<file path="config.mk">
export PLATFORM = sky130hd
export DESIGN_NAME = fetch_pc_seq
export DESIGN_NICKNAME = d
export VERILOG_FILES = /design/src/rtl/fetch_pc_seq_pkg.sv /design/src/rtl/fetch_pc_incr.sv /design/src/rtl/fetch_pc_seq.sv
export SDC_FILE = /design/constraint.sdc
export NUM_CORES = 1
export LEC_CHECK = 0
export BUFFER_PORTS_ARGS = -buffer_cell sky130_fd_sc_hd__buf_2
export CAP_MARGIN = 10
export CORE_ASPECT_RATIO = 1.75
export CORE_UTILIZATION = 45
export CTS_CLUSTER_DIAMETER = 40
export CTS_CLUSTER_SIZE = 24
export DETAILED_ROUTE_END_ITERATION = 16
export GPL_ROUTABILITY_DRIVEN = 0
export GPL_TIMING_DRIVEN = 0
export PLACE_DENSITY = 0.72
export SLEW_MARGIN = 25
export SYNTH_ARGS = -nofsm -noshare
export SYNTH_HDL_FRONTEND = slang
export SYNTH_SLANG_ARGS = --single-unit
export TNS_END_PERCENT = 5
</file>
<file path="constraint.sdc">
create_clock -name clock -period 2.5 [get_ports clock]
set_input_delay 0.5 -clock clock [delete_from_list [all_inputs] [get_ports clock]]
set_output_delay 0.5 -clock clock [all_outputs]
set_load 0.01 [all_outputs]
</file>
<file path="src/rtl/fetch_pc_seq_pkg.sv">
// Shared definitions for the fetch PC sequencer: state encodings and reset PC.
package fetch_pc_seq_pkg;

  typedef enum logic [1:0] {
    RUN    = 2'd0,
    SHADOW = 2'd1,
    PEND   = 2'd2
  } fetchState_e;

  localparam logic [47:0] UV48_00        = 48'h0000_0000_0000;
  localparam logic [47:0] RST_PC_DEFAULT = UV48_00;

endpackage

</file>
<file path="src/rtl/fetch_pc_incr.sv">
// Sequential PC adder: pc + bundle length in bytes.
// Bundle lengths outside 1..4 words are treated as a single 16-bit word.
module fetch_pc_incr #(
  parameter int PC_W = 48
) (
  input  logic [PC_W-1:0] pc,
  input  logic [2:0]      stepW,
  output logic [PC_W-1:0] pcNext
);

  logic [2:0]      stepSan;
  logic [PC_W-1:0] stepB;

  // Sanitise the word count, convert to bytes, add modulo 2^PC_W.
  always_comb begin
    stepSan = ((stepW >= 3'd1) && (stepW <= 3'd4)) ? stepW : 3'd1;
    stepB   = {{(PC_W-4){1'b0}}, stepSan, 1'b0};
    pcNext  = pc + stepB;
  end

endmodule

</file>
<file path="src/rtl/fetch_pc_seq.sv">
// Fetch PC sequencer: owns the IF fetch PC and the PC pair of the ID1 slot.
// Steps by bundle length, redirects on EX mispredicts and (optionally) on
// early pre-branches from the ID1 pre-branch decoder.
// Build option: FETCHPC_PREBRA_EN enables early pre-branch redirects; when
// undefined, idPreIsBra/idPreBraPc are ignored and only EX redirects exist.
module fetch_pc_seq
  import fetch_pc_seq_pkg::*;
#(
  parameter int              PC_W   = 48,
  parameter logic [PC_W-1:0] RST_PC = PC_W'(RST_PC_DEFAULT)
) (
  input  logic            clock,
  input  logic            reset,
  input  logic            ifHold,
  input  logic [2:0]      ifStepW,
  input  logic            idPreIsBra,
  input  logic [PC_W-1:0] idPreBraPc,
  input  logic            exBraValid,
  input  logic [PC_W-1:0] exBraPc,
  output logic [PC_W-1:0] ifPc,
  output logic [PC_W-1:0] idBasePc,
  output logic [PC_W-1:0] idBraPc,
  output logic            ifFlush,
  output logic            idFlush
);

  fetchState_e     state, stateNext;
  logic [PC_W-1:0] pendPc, pendPcNext;
  logic [PC_W-1:0] ifPcNext;
  logic [PC_W-1:0] seqPc;
  logic [PC_W-1:0] redirPc;
  logic            preTake;
  logic            redirect;
  logic            idUpd;
  logic            ifFlushRaw;

  // Single adder feeds both the next fetch PC and the ID1 fall-through PC.
  fetch_pc_incr #(.PC_W(PC_W)) uIncr (
    .pc     (ifPc),
    .stepW  (ifStepW),
    .pcNext (seqPc)
  );

`ifdef FETCHPC_PREBRA_EN
  // Pre-branch is honoured only in RUN; EX overrides it in the target mux.
  assign preTake = idPreIsBra && (state == RUN);
`else
  logic unusedPre;
  assign unusedPre = ^{idPreIsBra, idPreBraPc};
  assign preTake   = 1'b0;
`endif

  assign redirect = exBraValid || preTake;
  assign redirPc  = exBraValid ? exBraPc : idPreBraPc;

  // Next-state, next-PC and ID1 update enable.
  always_comb begin
    stateNext  = state;
    ifPcNext   = ifPc;
    pendPcNext = pendPc;
    idUpd      = 1'b0;
    ifFlushRaw = 1'b0;
    case (state)
      RUN, SHADOW: begin
        if (redirect) begin
          ifFlushRaw = 1'b1;
          if (ifHold) begin
            pendPcNext = redirPc;
            stateNext  = PEND;
          end else begin
            ifPcNext  = redirPc;
            stateNext = SHADOW;
          end
        end else if (!ifHold) begin
          ifPcNext  = seqPc;
          idUpd     = 1'b1;
          stateNext = RUN;
        end
      end
      PEND: begin
        // The bundle sitting at ifPc is stale for as long as a target waits.
        ifFlushRaw = 1'b1;
        if (exBraValid) begin
          if (ifHold) begin
            pendPcNext = exBraPc;
          end else begin
            ifPcNext  = exBraPc;
            stateNext = SHADOW;
          end
        end else if (!ifHold) begin
          ifPcNext  = pendPc;
          stateNext = SHADOW;
        end
      end
      default: stateNext = RUN;
    endcase
  end

  // Kill strobes are forced low while reset is asserted.
  assign ifFlush = reset & ifFlushRaw;
  assign idFlush = reset & exBraValid;

  // State, fetch PC, pending target and ID1 PC pair registers.
  always_ff @(posedge clock or negedge reset) begin
    if (!reset) begin
      state    <= RUN;
      ifPc     <= RST_PC;
      pendPc   <= '0;
      idBasePc <= '0;
      idBraPc  <= '0;
    end else begin
      state  <= stateNext;
      ifPc   <= ifPcNext;
      pendPc <= pendPcNext;
      if (idUpd) begin
        idBasePc <= ifPc;
        idBraPc  <= seqPc;
      end
    end
  end

endmodule
</file>
==> run summary, run 1 <==
total number of vias - 9613
outcome - finished, violations left
final cycle utilization of the critical path - 1.06
post-layout power - 0.0108 W
pin count of the biggest net entering global routing - 92
category of the most critical setup path - reg2reg
main combinational cell family by area after synthesis - simple AND/OR/NAND/NOR gates
vias in the first global route - 9131
timing-limited maximum frequency - 376 MHz
CP startpoint - ifPc[23]
Final nets - 1401
maximum clock path buffer count - 2
summed area of non-filler cells in the final layout - 0.0125 mm^2
Slew Limit Fails - 0
reg-to-reg critical path startpoint - ifPc[23]
average footprint of a synthesized cell - 9.44 um^2
multiplexer share of the synthesized area - 0.0957
flop2flop setup slack - -160 ps
sequential-to-total area share from yosys stat - 0.481
Die Width - 115 um
Synth Area in Adders - 0.00573
initial cell density of the core - 0.457
Detailed Route Iter0 Violations - 757
number of enable flip-flop cells after synthesis - 0
Hold WS - 64.8 ps
worst rel slew slack - 0.304
master cell of the clock root buffer - sky130_fd_sc_hd__clkbuf_16
DP HPWL - 25.7 mm
antenna violations before repair - 3
number of distinct library cells after synthesis - 70
standard-cell rows - 72
Avg Vias per Cell - 5.99
count of cells along the worst register-to-register path - 6
area post-placement - 0.0115 mm^2
critical path required time - 2900 ps
count of TritonRoute iterations in the first routing pass - 5
fraction of the mapped netlist area in compound gates - 0.153
wire length of the first global-routing pass - 52.1 mm
capture point of the worst path - ifPc[36]
Static Leak - 5.80 nW
total die area - 0.0229 mm^2
Setup WS pre-CTS - -1250 ps
most common cell after layout, fill and taps aside - sky130_fd_sc_hd__nand2_1
number of clock sinks - 193
summed negative setup slack over all endpoints - -1390 ps
top library cells by usage in the layout, fill and taps aside - 216 x sky130_fd_sc_hd__nand2_1, 207 x sky130_fd_sc_hd__buf_2, 190 x sky130_fd_sc_hd__dfrtp_1
area grow syn2layout - 24.4%
register bit count reported by yosys - 193
violated checks - negative setup slack
Post-Synthesis Net Count - 1172
share of cells above drive strength 1 - 0.309
biggest fanout along the worst timing path - 10
unrepaired setup endpoints after global routing - true
areal power density over the cells - 865 mW/mm^2
Hold Path Class - in2async
remaining antenna violation count - 0
post-synthesis simple-gate area fraction - 0.183
setup violators final - 22
clock slew seen by the registers of the worst setup and hold paths - 70 ps
total global routing track utilization - 0.314
total clock buffers created by CTS - 17
vertical die dimension - 200 um
reg2reg end - ifPc[36]
type of element launching the critical path - register
Core Footprint - 0.0220 mm^2
Layout Skew - 9.09 ps
final routed wire length divided by cell count - 22.4 um
type of destination of the critical path - register
htree depth - 4
pin slew with the least headroom to its limit - 1040 ps
Total Wirelength - 35.9 mm
fin crit period - 2660 ps
Synth warnings - 0
clock insertion delay at the later pin of the skew report - 470 ps
number of instances in the synthesized netlist - 1064
netlist area before placement - 0.0100 mm^2
DRC violation count after routing - 0
Post-synth top flop - sky130_fd_sc_hd__dfrtp_1
minimum setup slack in the final design - -159 ps
worst supply voltage drop on vdd - 0.517 mV
post-synthesis share of cell area spent on xor and xnor gates - 0.0331
number of hold violations in the final report - 0
fraction of registers with async set/reset - 1.00
aggregate global routing overflow - 0
buffers added on ports - 199
number of max-cap violations - 0
critical path data arrival time - 3060 ps
clock tree from TritonCTS - yes
boundary pin count - 250
## flip-flops by register name, indices dropped and copies added, names as in the netlist
| name | flops |
|---|---|
| pendPc | 48 |
| state | 2 |
| idBraPc | 47 |
| ifPc | 48 |
| idBasePc | 48 |
## cell families after synthesis
logic type | count (synthesis)
AO/OA/AOI/OAI | 242
XOR/XNOR | 38
adder cells (fa/ha/maj) | 4
buffers and inverters | 101
flip-flops | 193
multiplexers | 89
AND/OR/NAND/NOR | 397
## Yosys cell counts (all sizes together), types with 10 or more instances
cell	count	area [um^2]
nand4	17	121
xnor2	31	272
buf	22	108
nor4	20	125
clkbuf	64	313
mux2	56	631
nand3	24	120
o22a	12	106
nor3	10	50.1
mux2i	33	330
nor2	53	199
nand2	216	811
o211ai	11	82.6
and2	11	68.8
inv	12	45.0
or4	11	86.3
o22ai	14	87.6
o21ai	85	429
dfrtp	193	4830
a21oi	45	225
## layer usage
metal	vias up	part of all wire	GRT usage
li1	4249	-	-
met1	4649	0.34	0.340
met2	543	0.50	0.521
met3	172	0.079	0.0658
met4	0	0.079	0.267
met5	-	0	0
## area by class of cell
class                           instances  area (um^2)
Antenna cell                            5         12.5
Buffer                                 81          450
Clock buffer                           19          453
Clock inverter                         12          110
Fill cell                            2027         9490
Inverter                               13         51.3
Multi-Input combinational cell        770         5020
Sequential cell                       193         4830
Tap cell                              296          370
Timing Repair Buffer                  217         1190
## what timing repair did
action,4_1_cts,5_1_grt
setup buffers,4,11
hold buffers,1,0
gates resized for setup,49,45
endpoints found under the setup margin,123,106
hold endpoints to repair,22,0
pin swaps,4,14
## worst max-delay path, cell delays in order (launching register included)
cell,delay [ps]
sky130_fd_sc_hd__dfrtp_1,350
sky130_fd_sc_hd__buf_4,200
sky130_fd_sc_hd__nand4_1,200
sky130_fd_sc_hd__nor4_1,930
sky130_fd_sc_hd__nand4_1,350
sky130_fd_sc_hd__or4_1,470
sky130_fd_sc_hd__nand3_1,90
## worst min-delay path by stage
stage	to	start	cells past startpoint	slack, ps
detailed placement	idBasePc[20]	reset	1	360
global route	idBraPc[18]	reset	2	90
floorplan	idBasePc[0]	reset	0	200
global placement	idBasePc[5]	idBasePc[5]	2	460
finish	idBraPc[15]	reset	2	60
CTS	idBraPc[15]	reset	2	80
## where the power goes
| group | leakage [nW] | switching (W) | internal (W) |
|---|---|---|---|
| sequential | 2.33 | 0.000636 | 0.00389 |
| combinational | 3.21 | 0.00209 | 0.00150 |
| clock | 0.268 | 0.00127 | 0.00142 |
| total | 5.80 | 0.00399 | 0.00682 |
## per-stage QoR
stage | utilization | cells
2_1_floorplan | - | 1064
3_3_place_gp | 0.520 | 1559
3_5_place_dp | 0.524 | 1561
4_1_cts | 0.558 | 1593
5_1_grt | 0.568 | 1604
6_report | 0.568 | 1606
No activity file was read; power rests on OpenSTA's default activity.
==> run 2, diff against run 1 <==
Settings changed: CTS_CLUSTER_DIAMETER 40 to 30, PLACE_DENSITY 0.72 to 0.73, SYNTH_HIERARCHICAL set to 1.
==> run 2 against run 1 <==
  * The flow still finishes with violations (negative setup slack)
  * Cell area fell by 6.4%
  * Combinational power decreased by 13%
  * Clock-buffer cell count did not move
  * Wire length down 28%
  * Global-route usage down 5.9 points
  * Sequential power rose by 1%
  * Power down 3.4%
  * Maximum frequency fell by 4.5%
  * Utilization rose by 2.1 points
  * Clock power about the same
  * Flip-flop and latch count rose by 1
  * Synthesized cell count shrank 30%
  * Largest cell class is now sequential cells
  * Largest power group unchanged
==> run summary, run 2 <==
worst supply voltage drop on vdd - 0.494 mV (-4.3%)
Total Wirelength - 25.9 mm (-28%)
Post-Synthesis Net Count - 856 (-27%)
Core Footprint - 0.0198 mm^2 (-9.8%)
sequential-to-total area share from yosys stat - 0.531 (+0.0501)
number of enable flip-flop cells after synthesis - 0 (unchanged)
register bit count reported by yosys - 194 (+0.52%)
Post-synth top flop - sky130_fd_sc_hd__dfrtp_1
cell type with the highest aggregate area in the netlist - sky130_fd_sc_hd__dfrtp_1
minimum setup slack in the final design - -284 ps (-125 ps)
Synth warnings - 6 (+6)
number of hold violations in the final report - 0 (unchanged)
Die Width - 110 um (-4.5%)
area grow syn2layout - 27.8%
vertical die dimension - 191 um (-4.5%)
Hold WS - 36.4 ps (-28.4 ps)
Detailed Route Iter0 Violations - 324 (-57%)
aggregate global routing overflow - 0 (unchanged)
outcome - finished, violations left
type of element launching the critical path - input pin
pin count of the biggest net entering global routing - 80 (-13%)
critical path required time - 2830 ps (-70 ps)
total of fill cells in the finished design - 1641 (-19%)
critical path data arrival time - 3120 ps (+60 ps)
number of distinct library cells after synthesis - 41 (-41%)
cell with the most instances after synthesis - sky130_fd_sc_hd__dfrtp_1
final cycle utilization of the critical path - 1.11 (+0.0500)
clock insertion delay at the later pin of the skew report - 440 ps (-30 ps)
total number of vias - 7105 (-26%)
Static Leak - 4.89 nW (-16%)
total clock buffers created by CTS - 17 (unchanged)
clock tree from TritonCTS - yes
Setup WS pre-CTS - -932 ps (+323 ps)
number of instances in the synthesized netlist - 748 (-30%)
number of clock sinks - 194 (+0.52%)
fraction of registers with async set/reset - 1.00 (unchanged)
setup violators final - 49 (+120%)
count of TritonRoute iterations in the first routing pass - 5 (unchanged)
initial cell density of the core - 0.461 (+0.00429)
final routed wire length divided by cell count - 20.6 um (-8.0%)
antenna violations before repair - 5 (+2)
summed negative setup slack over all endpoints - -5750 ps (-4360 ps)
biggest fanout along the worst timing path - 3 (-7)
master cell of the clock root buffer - sky130_fd_sc_hd__clkbuf_16
Crit path max-delay family - simple AND/OR/NAND/NOR gates
area taken by multi-input logic gates - 0.00426 mm^2 (-15%)
share of cells above drive strength 1 - 0.486 (+0.177)
average footprint of a synthesized cell - 12.2 um^2 (+29%)
Hold Path Class - in2async
top library cells by usage in the layout, fill and taps aside - 219 x sky130_fd_sc_hd__buf_2, 183 x sky130_fd_sc_hd__dfrtp_1, 124 x sky130_fd_sc_hd__mux2_2
area post-placement - 0.0106 mm^2 (-8.2%)
timing-limited maximum frequency - 359 MHz (-4.5%)
area occupied by registers - 0.00487 mm^2 (+0.72%)
violated checks - negative setup slack
DP HPWL - 18.0 mm (-30%)
remaining antenna violation count - 0 (unchanged)
htree depth - 4 (unchanged)
worst rel slew slack - 0.566 (+0.263)
pin slew with the least headroom to its limit - 651 ps (-384 ps)
post-cts hold buffer count - 0 (-1)
standard-cell rows - 68 (-5.6%)
fin crit period - 2780 ps (+125 ps)
total global routing track utilization - 0.256 (-0.0589)
netlist area before placement - 0.00915 mm^2 (-9.0%)
post-synth top area share - 0.531 (+0.0501)
Final nets - 1104 (-21%)
top post-synthesis cells by count - 194 x sky130_fd_sc_hd__dfrtp_1, 125 x sky130_fd_sc_hd__mux2_2, 66 x sky130_fd_sc_hd__nor2_1
largest cells by area after synthesis - sky130_fd_sc_hd__dfrtp_1 53%, sky130_fd_sc_hd__mux2_2 15%, sky130_fd_sc_hd__a211oi_1 4.0%
maximum clock path buffer count - 2 (unchanged)
type of destination of the critical path - register
total die area - 0.0209 mm^2 (-8.8%)
Slew Limit Fails - 0 (unchanged)
Layout Skew - 15.1 ps (+6.02 ps)
clock slew seen by the registers of the worst setup and hold paths - 70 ps (about the same)
unrepaired setup endpoints after global routing - true
Avg Vias per Cell - 5.65 (-5.6%)
DRC violation count after routing - 0 (unchanged)
largest incremental delay on the critical path - 510 ps (-420 ps)
most common cell after layout, fill and taps aside - sky130_fd_sc_hd__buf_2
buffers added on ports - 198 (-0.50%)
areal power density over the cells - 893 mW/mm^2 (+3.3%)
vias in the first global route - 7198 (-21%)
number of max-cap violations - 0 (unchanged)
wire length of the first global-routing pass - 39.6 mm (-24%)
CP max stage cell - sky130_fd_sc_hd__or4b_4
Critical path buffers and inverters - 2 (+1)
Cell Chain, Critical Path - buf_6 > nor2b_4 > o21bai_1 > ha_2 > fa_2 > a21o_1 > or4b_4 > buf_12 > nor4_4 > nand4_1 > xnor2_1 > o22ai_1 > a211oi_1
category of the most critical setup path - in2reg
summed area of non-filler cells in the final layout - 0.0117 mm^2 (-6.4%)
boundary pin count - 250 (unchanged)
run 2: worst register-to-register path: cells and delay by family, from the launching register on:
family          cells  cell delay, ps
compound gates      3             530
xor+xnor            1             260
buf+inv             1             160
flops               1             420
fa+ha+maj           1             360
simple gates        3             880
run 2: path summary, 6_finish.rpt:
path	from	end	slack [ps]	cells after the start
worst max-delay path	ifStepW[1]	ifPc[47]	-280	13
worst min-delay path	reset	idBasePc[39]	40	1
worst max register to register	ifPc[3]	ifPc[47]	-230	9
worst min register to register	pendPc[35]	pendPc[35]	480	1
max in group asynchronous	reset	ifPc[10]	1650	2
min in group clock	exBraPc[41]	pendPc[41]	290	2
run 2: cell type report:
type	instances	share of cell area
sequential	194	0.417
timing repair buffer	230	0.112
multi-input combinational	498	0.364
inverter	3	0.000963
antenna	5	0.00107
clock inverter	12	0.0115
buffer	52	0.0293
clock buffer	19	0.0379
tap	245	0.0262
run 2: kinds of logic after synthesis:
family	synth area share
compound gates	0.0806
xor+xnor	0.0431
fa+ha+maj	0.00629
buf+inv	0.0371
flops	0.531
mux	0.179
simple gates	0.124
run 2: stage by stage:
stage | power (W) | std cells | utilization
2_1_floorplan | 0.00626 | 748 | -
3_5_place_dp | 0.00756 | 1193 | 0.533
4_1_cts | 0.0104 | 1244 | 0.578
6_report | 0.0104 | 1258 | 0.590
3_3_place_gp | 0.00745 | 1191 | 0.530
5_1_grt | 0.0110 | 1256 | 0.589
run 2: where the power goes:
group	internal, W	leakage, nW	total [W]	switching, W
registers	0.00397	2.16	0.00458	0.000611
logic	0.00155	2.45	0.00314	0.00159
clock network	0.00150	0.280	0.00272	0.00122
total	0.00702	4.89	0.0104	0.00342
run 2: per-layer routing:
metal | wire (um) | vias up | GRT usage
li1 | - | 3217 | -
met1 | 9950 | 3574 | 0.292
met2 | 13700 | 245 | 0.443
met3 | 1070 | 69 | 0.0458
met4 | 1150 | 0 | 0.141
met5 | 0 | - | 0
run 2: what timing repair did:
| item | in CTS | in global routing |
|---|---|---|
| gates resized for setup | 39 | 25 |
| setup endpoints to repair | 56 | 50 |
| pin swaps | 26 | 26 |
| setup buffers | 21 | 9 |
